[src/rtl/regfile_pkg.sv]
// regfile_pkg: shared widths and the writeback entry type for the register file front end.
package regfile_pkg;
    localparam int DATA_W = 16;
    localparam int ADDR_W = 4;
    localparam logic [ADDR_W-1:0] ZERO_REG = '0;

    typedef struct packed {
        logic [ADDR_W-1:0] dst;
        logic [DATA_W-1:0] data;
    } wb_entry_t;
endpackage

[src/rtl/regfile_wb_buffer_wb_fifo.sv]
// wb_fifo: in-order entry storage with head/tail pointers; exposes every slot for forwarding.
module wb_fifo
    import regfile_pkg::*;
#(
    parameter int DEPTH = 4,
    localparam int PW = $clog2(DEPTH),
    localparam int CW = PW + 1
) (
    input  logic            clk,
    input  logic            rst,
    input  logic            push,
    input  wb_entry_t       push_entry,
    input  logic            pop,
    output wb_entry_t       entries [DEPTH],
    output logic [DEPTH-1:0] valid,
    output logic [PW-1:0]   head,
    output logic [CW-1:0]   count
);
    logic [PW-1:0] tail;

    always_ff @(posedge clk or negedge rst) begin
        if (!rst) begin
            head  <= '0;
            tail  <= '0;
            count <= '0;
        end else begin
            if (push) tail <= tail + 1'b1;
            if (pop) head <= head + 1'b1;
            count <= count + CW'(push) - CW'(pop);
        end
    end

    // Storage needs no reset: a slot is only observed while valid marks it pending.
    always_ff @(posedge clk) begin
        if (push) entries[tail] <= push_entry;
    end

    always_comb begin
        valid = '0;
        for (int i = 0; i < DEPTH; i++) valid[i] = {1'b0, PW'(i) - head} < count;
    end
endmodule

[src/rtl/regfile_wb_buffer.sv]
// regfile_wb_buffer: queues writeback requests ahead of the single register file write port
// and forwards pending values onto both read ports.
module regfile_wb_buffer
    import regfile_pkg::*;
#(
    parameter int DEPTH = 4,
    localparam int PW = $clog2(DEPTH),
    localparam int CW = PW + 1
) (
    input  logic              clk,
    input  logic              rst,
    input  logic              in_valid,
    output logic              in_ready,
    input  logic [ADDR_W-1:0] in_reg,
    input  logic [DATA_W-1:0] in_data,
    input  logic              wb_hold,
    output logic [ADDR_W-1:0] rf_DstReg,
    output logic              rf_WriteReg,
    output logic [DATA_W-1:0] rf_DstData,
    input  logic [ADDR_W-1:0] SrcReg1,
    input  logic [ADDR_W-1:0] SrcReg2,
    input  logic [DATA_W-1:0] RfData1,
    input  logic [DATA_W-1:0] RfData2,
    output logic [DATA_W-1:0] SrcData1,
    output logic [DATA_W-1:0] SrcData2,
    output logic [CW-1:0]     count,
    output logic              empty,
    output logic              full
);
    wb_entry_t        entries [DEPTH];
    wb_entry_t        in_entry;
    logic [DEPTH-1:0] valid;
    logic [PW-1:0]    head;
    logic             push;
    logic [ADDR_W-1:0] src [2];
    logic [DATA_W-1:0] rfd [2];
    logic [DATA_W-1:0] fwd [2];

    assign empty       = count == '0;
    assign full        = count == CW'(DEPTH);
    assign in_ready    = !full;
    // Writes to R0 complete the handshake but never occupy a slot.
    assign push        = in_valid && in_ready && in_reg != ZERO_REG;
    assign in_entry    = '{dst: in_reg, data: in_data};
    assign rf_WriteReg = !empty && !wb_hold;
    assign rf_DstReg   = empty ? '0 : entries[head].dst;
    assign rf_DstData  = empty ? '0 : entries[head].data;

    wb_fifo #(.DEPTH(DEPTH)) u_fifo (
        .clk        (clk),
        .rst        (rst),
        .push       (push),
        .push_entry (in_entry),
        .pop        (rf_WriteReg),
        .entries    (entries),
        .valid      (valid),
        .head       (head),
        .count      (count)
    );

    assign src[0]   = SrcReg1;
    assign src[1]   = SrcReg2;
    assign rfd[0]   = RfData1;
    assign rfd[1]   = RfData2;
    assign SrcData1 = fwd[0];
    assign SrcData2 = fwd[1];

    // Scan oldest to youngest so the last match wins.
    always_comb begin
        for (int p = 0; p < 2; p++) begin
            fwd[p] = src[p] == ZERO_REG ? '0 : rfd[p];
            for (int k = 0; k < DEPTH; k++)
                if (src[p] != ZERO_REG && valid[head + PW'(k)] && entries[head + PW'(k)].dst == src[p])
                    fwd[p] = entries[head + PW'(k)].data;
        end
    end
endmodule

[config.mk]
export PLATFORM = sky130hd
export DESIGN_NAME = regfile_wb_buffer
export DESIGN_NICKNAME = d
export VERILOG_FILES = /design/src/rtl/regfile_pkg.sv /design/src/rtl/regfile_wb_buffer_wb_fifo.sv /design/src/rtl/regfile_wb_buffer.sv
export SDC_FILE = /design/constraint.sdc
export NUM_CORES = 1
export LEC_CHECK = 0
export ABC_AREA = 1
export ABC_CLOCK_PERIOD_IN_PS = 4050
export CAP_MARGIN = 0
export CORE_UTILIZATION = 56
export CTS_CLUSTER_DIAMETER = 60
export CTS_CLUSTER_SIZE = 14
export DETAILED_ROUTE_END_ITERATION = 12
export HOLD_SLACK_MARGIN = 0.03
export MAX_ROUTING_LAYER = met4
export PLACE_DENSITY = 0.84
export SYNTH_ARGS = -nofsm -noshare
export SYNTH_HDL_FRONTEND = slang
export SYNTH_SLANG_ARGS = --single-unit
export TNS_END_PERCENT = 5
[constraint.sdc]
create_clock -name clk -period 4.05 [get_ports clk]
set_input_delay 0.81 -clock clk [delete_from_list [all_inputs] [get_ports clk]]
set_output_delay 0.81 -clock clk [all_outputs]
set_load 0.02 [all_outputs]
Word-level counts from Yosys, hierarchy flattened
Index checks and enable logic that the tools add are counted.

cells by class
  add/sub/neg operators = 10
  $lt $le $gt $ge = 14
  eq/ne operators = 9
  mux-type cells = 35
  bitwise logic cells = 5
  reduce and logical (&&, ||, !) cells = 29

operators by type and width
  kind                                                                          count
  20-bit 2-to-1 mux                                                             9
  16-bit 2-to-1 mux                                                             11
  20-bit binary-select mux with 2-bit select                                    4
  80-bit bitwise mux                                                            1
  20-bit demux with 2-bit select                                                1
  4-bit == test                                                                 8
  1-bit logical AND                                                             20
  3-bit >= comparator, second input constant                                    5
  2-bit inverter with 3-bit output                                              5
  2-bit by 3-bit less-than comparator with 1-bit output                         4
  2-bit by 3-bit less-than comparator with 1-bit output, second input constant  4
  4-bit nonzero test                                                            3
  1-bit binary-select mux with 2-bit select                                     4
  4-bit zero test                                                               2
  2-bit by 1-bit adder with 2-bit output, second input constant                 2
  2-bit adder, second input constant                                            2
  1-bit 2-to-1 mux                                                              4
  4-bit 2-to-1 mux                                                              1
  1-bit by 2-bit subtractor with 2-bit output, first input constant             2
  2-bit subtractor, first input constant                                        2
  3-bit by 1-bit adder with 3-bit output                                        1
  3-bit == test, second input constant                                          1
  1-bit zero test                                                               3
  3-bit zero test                                                               1
  other kinds (2)                                                               2

storage, ports and cells
  bits in registers = 87
  output and inout port bits = 59
  word-level logic and storage cells = 113

Longest topological paths before layout
  word-level depth = 10
  mapped depth = 21
  depth with buffers taken out = 17

Cells and area by module
From an unflattened synthesis, not the netlist that was laid out.

unflattened totals
  cell total of the unflattened synthesis = 1,118
  area total of the unflattened synthesis = 7,667.4 µm²

modules (own cells, without submodules)
  module             instances  cells an instance  area an instance (µm²)  sequential area each (µm²)
  regfile_wb_buffer  1          968                4,718.3                 0.0
  wb_fifo            1          150                2,949.1                 2,577.5

Least setup slack after synthesis
OpenSTA, ideal clock, no wires.

  path type = reg-to-output
  from = register u_fifo.head[1]
  to = output SrcData1[0]
  arrival = 2,614 ps
  required time = 3,240 ps
  path slack = 626 ps
  stages on the path, launching flop included = 18
  path buffers = 4
  cell sequence = dfrtp_1 -> buf_4 -> inv_6 -> nand2_1 -> nand2_1 -> buf_2 -> buf_1 -> ha_1 -> inv_1 -> nor2_1 -> nand2_1 -> nand3_1 -> nand3_1 -> nand2_2 -> nor2_4 -> clkbuf_1 -> nand3_1 -> nand2_1

between the ends
  word-level cells in the longest chain between the ends = 10
  elaborated cells between the ends (all ways) = 51

ends and longest elaborated chain
  what                                                                                RTL line                                          RTL
  start: declaration                                                                  regfile_wb_buffer_wb_fifo.sv:16                   output logic [PW-1:0] head,
  start signal: assignment                                                            regfile_wb_buffer_wb_fifo.sv:28                   if (pop) head <= head + 1'b1;
  1-bit by 2-bit subtractor with 2-bit output (tied with other cells)                 regfile_wb_buffer_wb_fifo.sv:40                   for (int i = 0; i < DEPTH; i++) valid[i] = {1'b0, PW'(i) - head} < count;
  2-bit by 3-bit less-than comparator with 1-bit output (tied with other cells)       regfile_wb_buffer_wb_fifo.sv:40
  1-bit binary-select mux with 2-bit select (tied with other cells)                   regfile_wb_buffer.sv:73                           if (src[p] != ZERO_REG && valid[head + PW'(k)] && entries[head + PW'(k)].dst == src[p])
  1-bit 2-to-1 mux (not written as such) / 20-bit 2-to-1 mux (equally long branches)  regfile_wb_buffer.sv:73, regfile_wb_buffer.sv:74
  1-bit logical AND (tied with other cells)                                           regfile_wb_buffer.sv:73
  1-bit logical AND / 4-bit == test (equally long branches)                           regfile_wb_buffer.sv:73
  16-bit 2-to-1 mux / 1-bit logical AND (equally long branches)                       regfile_wb_buffer.sv:73
  16-bit 2-to-1 mux (2 in series)                                                     regfile_wb_buffer.sv:73
  16-bit 2-to-1 mux *                                                                 regfile_wb_buffer.sv:73
  end: declaration                                                                    regfile_wb_buffer.sv:24                           output logic [DATA_W-1:0] SrcData1,

Mark *: on every way between the ends. The rest lies on a longest branch, timed or not. The select of a mux whose other input is x is not followed.

Worst setup path after layout
  from = register u_fifo.head[1]
  to = output SrcData2[6]

between the ends
  word-level cells in the longest chain between the ends = 10
  elaborated cells between the ends (all ways) = 51

ends and longest elaborated chain
  what                                                                                RTL line                                          RTL
  1-bit by 2-bit subtractor with 2-bit output (tied with other cells)                 regfile_wb_buffer_wb_fifo.sv:40
  2-bit by 3-bit less-than comparator with 1-bit output (tied with other cells)       regfile_wb_buffer_wb_fifo.sv:40
  1-bit binary-select mux with 2-bit select (tied with other cells)                   regfile_wb_buffer.sv:73
  1-bit 2-to-1 mux (not written as such) / 20-bit 2-to-1 mux (equally long branches)  regfile_wb_buffer.sv:73, regfile_wb_buffer.sv:74
  1-bit logical AND (tied with other cells)                                           regfile_wb_buffer.sv:73
  1-bit logical AND / 4-bit == test (equally long branches)                           regfile_wb_buffer.sv:73
  16-bit 2-to-1 mux / 1-bit logical AND (equally long branches)                       regfile_wb_buffer.sv:73
  16-bit 2-to-1 mux (2 in series)                                                     regfile_wb_buffer.sv:73
  16-bit 2-to-1 mux *                                                                 regfile_wb_buffer.sv:73
  end: declaration                                                                    regfile_wb_buffer.sv:25                           output logic [DATA_W-1:0] SrcData2,

Marks and branches as above.

==> results.toml <==
[timing]
crit_path_time_final_ps = 3858
finClkSkew_ps = 7.901
rsz_0062_raised_after_global_routing = "true"
fmaxAchievable_ghz = 0.2592
hold_violations = 0
report.final.setup_viol = 0
max_slew.worst_pin.slew_ps = 1128
final-max-slew-violation-count = 0
post-route-period-util_pct = 95.25
worst_slew_margin_rel_pct = 24.03

[yosys]
synthDistinctLibCells = 32
per_instance_average_area_after_synthesis_um2 = 6.230
netlist.area_leader.share_pct = 29.78
synth_edf_count = 80
synthCells = 1295
synth_async_sr_flop_share_pct = 8.046
synth_fp_nets = 1370
synth-warning-count = 0
yosys-top-cells-area = "edfxtp_1 (30%), nand2_1 (28%), nand3_1 (14%)"
synthesis.area_um2 = 8068
cell_with_the_most_instances_after_synthesis = "nand2_1"
post-synth-top-area-cell = "edfxtp_1"
synth-seq-area-share_pct = 31.95
top_cell_types_by_occurrence_after_synthesis = "nand2_1 (602), nand3_1 (223), inv_1 (123)"
ys_dominant_reg_cell = "edfxtp_1"
synth-seq-cells = 87

[clock_network]
max-clock-path-buffers = 2
post-cts-setup-buffer-count = 0
cts_tree = "yes"
clk_root_buffer_cell = "clkbuf_16"
htreeDepth = 3
cts_buffers = 9
clk-insertion-delay-late_ps = 340
worst_setup_hold_path_clk_slew_ps = 50
hold_buffers = 0
sinks_on_the_clock_net = 87

[critical_path]
timing.rr.end = "u_fifo.entries[26]$_DFFE_PP_"
startpoint_type = "flip-flop"
regToRegStartpoint = "u_fifo.count[1]$_DFF_PN0_"
timing.critical_path.to_type = "output port"
worstPathArrival_ps = 3050
timing.critical_path.fanout_max = 16
worst_ep_required_time_ps = 3240
reg2regPathDepth = 7
path_class = "flip-flop to output port"
ff2ff_setup_slack_ps = 1570

[drt]
total_via_count_after_detailed_routing = 8913
wl_mm = 26.51
avgRoutedWirePerCell_um = 16.58
drt_pre_antenna_iters = 6
viasPerCell = 5.574
drt_drc_violations_left = 0
antenna_violating_nets_post_route = 0
drt_iter0_markers = 1237

[grt]
globalRoute.totalOverflow = 0
global_route.usage.total_pct = 36.79
largest_net_degree_at_the_start_of_global_routing = 61
grt_pass1_wl_mm = 40.37
antenna_found_initial = 0
first_global_vias = 7751

[placed_design]
place.detailed.instances = 1583
place.detailed.hpwl_mm = 19.80
place.gp.congestion = 1.043
io_buffer_count = 122

[min_path]
min_delay_path_depth = 1
hold_class = "flip-flop to flip-flop"
hold_path_end = "u_fifo.tail[0]$_DFFE_PN0P_"
hold_path_startpoint = "u_fifo.tail[0]$_DFFE_PN0P_"

[final_layout]
fraction_of_layout_instances_using_a_drive_strength_above_1_pct = 9.161
fillers = 1189
layoutNonFillerInstCount = 1599
finalNetCount = 1489
syn_to_final_growth_pct = 22.70
regArea_um2 = 2580
area_of_the_multi_input_gates_um2 = 4572
antenna_cells_inserted = 0

[outcome]
status = "finished clean"

[flow_run]
timing.max_cap.violations = 0

[floorplan]
fp.dieArea_um2 = 14890
die_y_um = 122.0
num_rows = 43
floorplan.die.width_um = 122.0
ioPinCount = 123
core_area_um2 = 13990
start_util_pct = 57.67
## flip-flops by register name (all words and copies together), names as in the netlist
name            cells
u_fifo.head         2
u_fifo.count        3
u_fifo.tail         2
u_fifo.entries     80
## metrics by stage
| stage | hold slack [ps] | util, % | setup WS [ps] | cell area, um^2 | setup TNS (ps) |
|---|---|---|---|---|---|
| CTS | 536.9 | 70.33 | -43.13 | 9838 | -82.91 |
| global placement | 519.0 | 68.32 | 83.57 | 9557 | 0 |
| global route | 557.6 | 70.77 | -32.10 | 9899 | -32.10 |
| floorplan | 493.6 | - | 626.0 | 8068 | 0 |
| finish | 536.7 | 70.77 | 192.2 | 9899 | 0 |
| detailed placement | 524.2 | 68.32 | 83.42 | 9557 | 0 |
## routing by layer
metal / up-vias / global-route usage, % / share of wire, %
li1: 4356 / - / -
met1: 3914 / 53.86 / 43
met2: 595 / 52.75 / 43
met3: 48 / 6.461 / 13
met4: 0 / 7.870 / 1.5
met5: - / - / 0
## cell type report
| class | instances | share of cell area (%) |
|---|---|---|
| inverters | 137 | 5.270 |
| clock buffers | 9 | 2.275 |
| well taps | 180 | 2.275 |
| flip-flops and latches | 87 | 26.06 |
| multi-input cells | 1003 | 46.18 |
| clock inverters | 7 | 0.6446 |
| repair buffers | 176 | 17.29 |
## critical path: stages (launching register included)
cell and delay (ps):
dfrtp_2 480, inv_8 140, nand2_2 80, nand2_4 120
ha_1 240, inv_1 60, nor2_1 30, nand2_1 80
nand3_1 90, nand3_1 120, nand2_2 120, nor2_4 220
buf_4 200, nand3_1 80, nand2_1 60, inv_1 40
nand2_1 70, nand2_1 50, nand2_1 70, dlygate4sd2_1 350
## cell families (layout without fill, tap and decap cells)
family	count (synthesis)	in the layout	synth area share [%]
and+or+nand+nor	907	907	49.10
buffers and inverters	205	329	11.63
DFF	87	87	31.95
AOI/OAI and AO/OA	82	82	5.195
adders and majority gates	11	11	1.799
xor gates and xnor gates	3	3	0.3257
## timing repair
item                       4_1_cts  5_1_grt
gates resized for setup         18       22
setup endpoints to repair       32       32
pin swaps                        1        0
## cells in the final DEF, fill, tap and decap left out, types with 3 or more instances in the layout
cell,instances
xor2_1,3
buf_4,47
inv_1,123
ha_1,10
nand3_1,223
nand2_2,13
clkbuf_16,9
dlygate4sd2_1,15
nor2_1,30
clkdlybuf4s50_1,90
nand4_1,5
nand2_1,602
nand2_4,5
buf_6,3
dfrtp_1,5
edfxtp_1,80
buf_12,4
o21ai_0,68
inv_2,13
nand3_2,7
nor2_4,14
dlymetal6s2s_1,17
o21ai_1,11
## how the worst max path moves through the flow
stage / from / end / slack [ps] / cells after the start
after global routing: u_fifo.head[1]$_DFFE_PN0P_ / SrcData1[10] / -30 / 14
after floorplan: u_fifo.head[1]$_DFFE_PN0P_ / SrcData1[0] / 630 / 17
final: u_fifo.head[1]$_DFFE_PN0P_ / SrcData2[6] / 190 / 19
after global placement: SrcReg1[3] / SrcData1[10] / 80 / 15
after detailed placement: SrcReg1[3] / SrcData1[10] / 80 / 14
after CTS: u_fifo.head[1]$_DFFE_PN0P_ / SrcData2[10] / -40 / 19
Power is not shown: default switching activity piles up to over one toggle a cycle in this logic, so the estimate is an artifact.
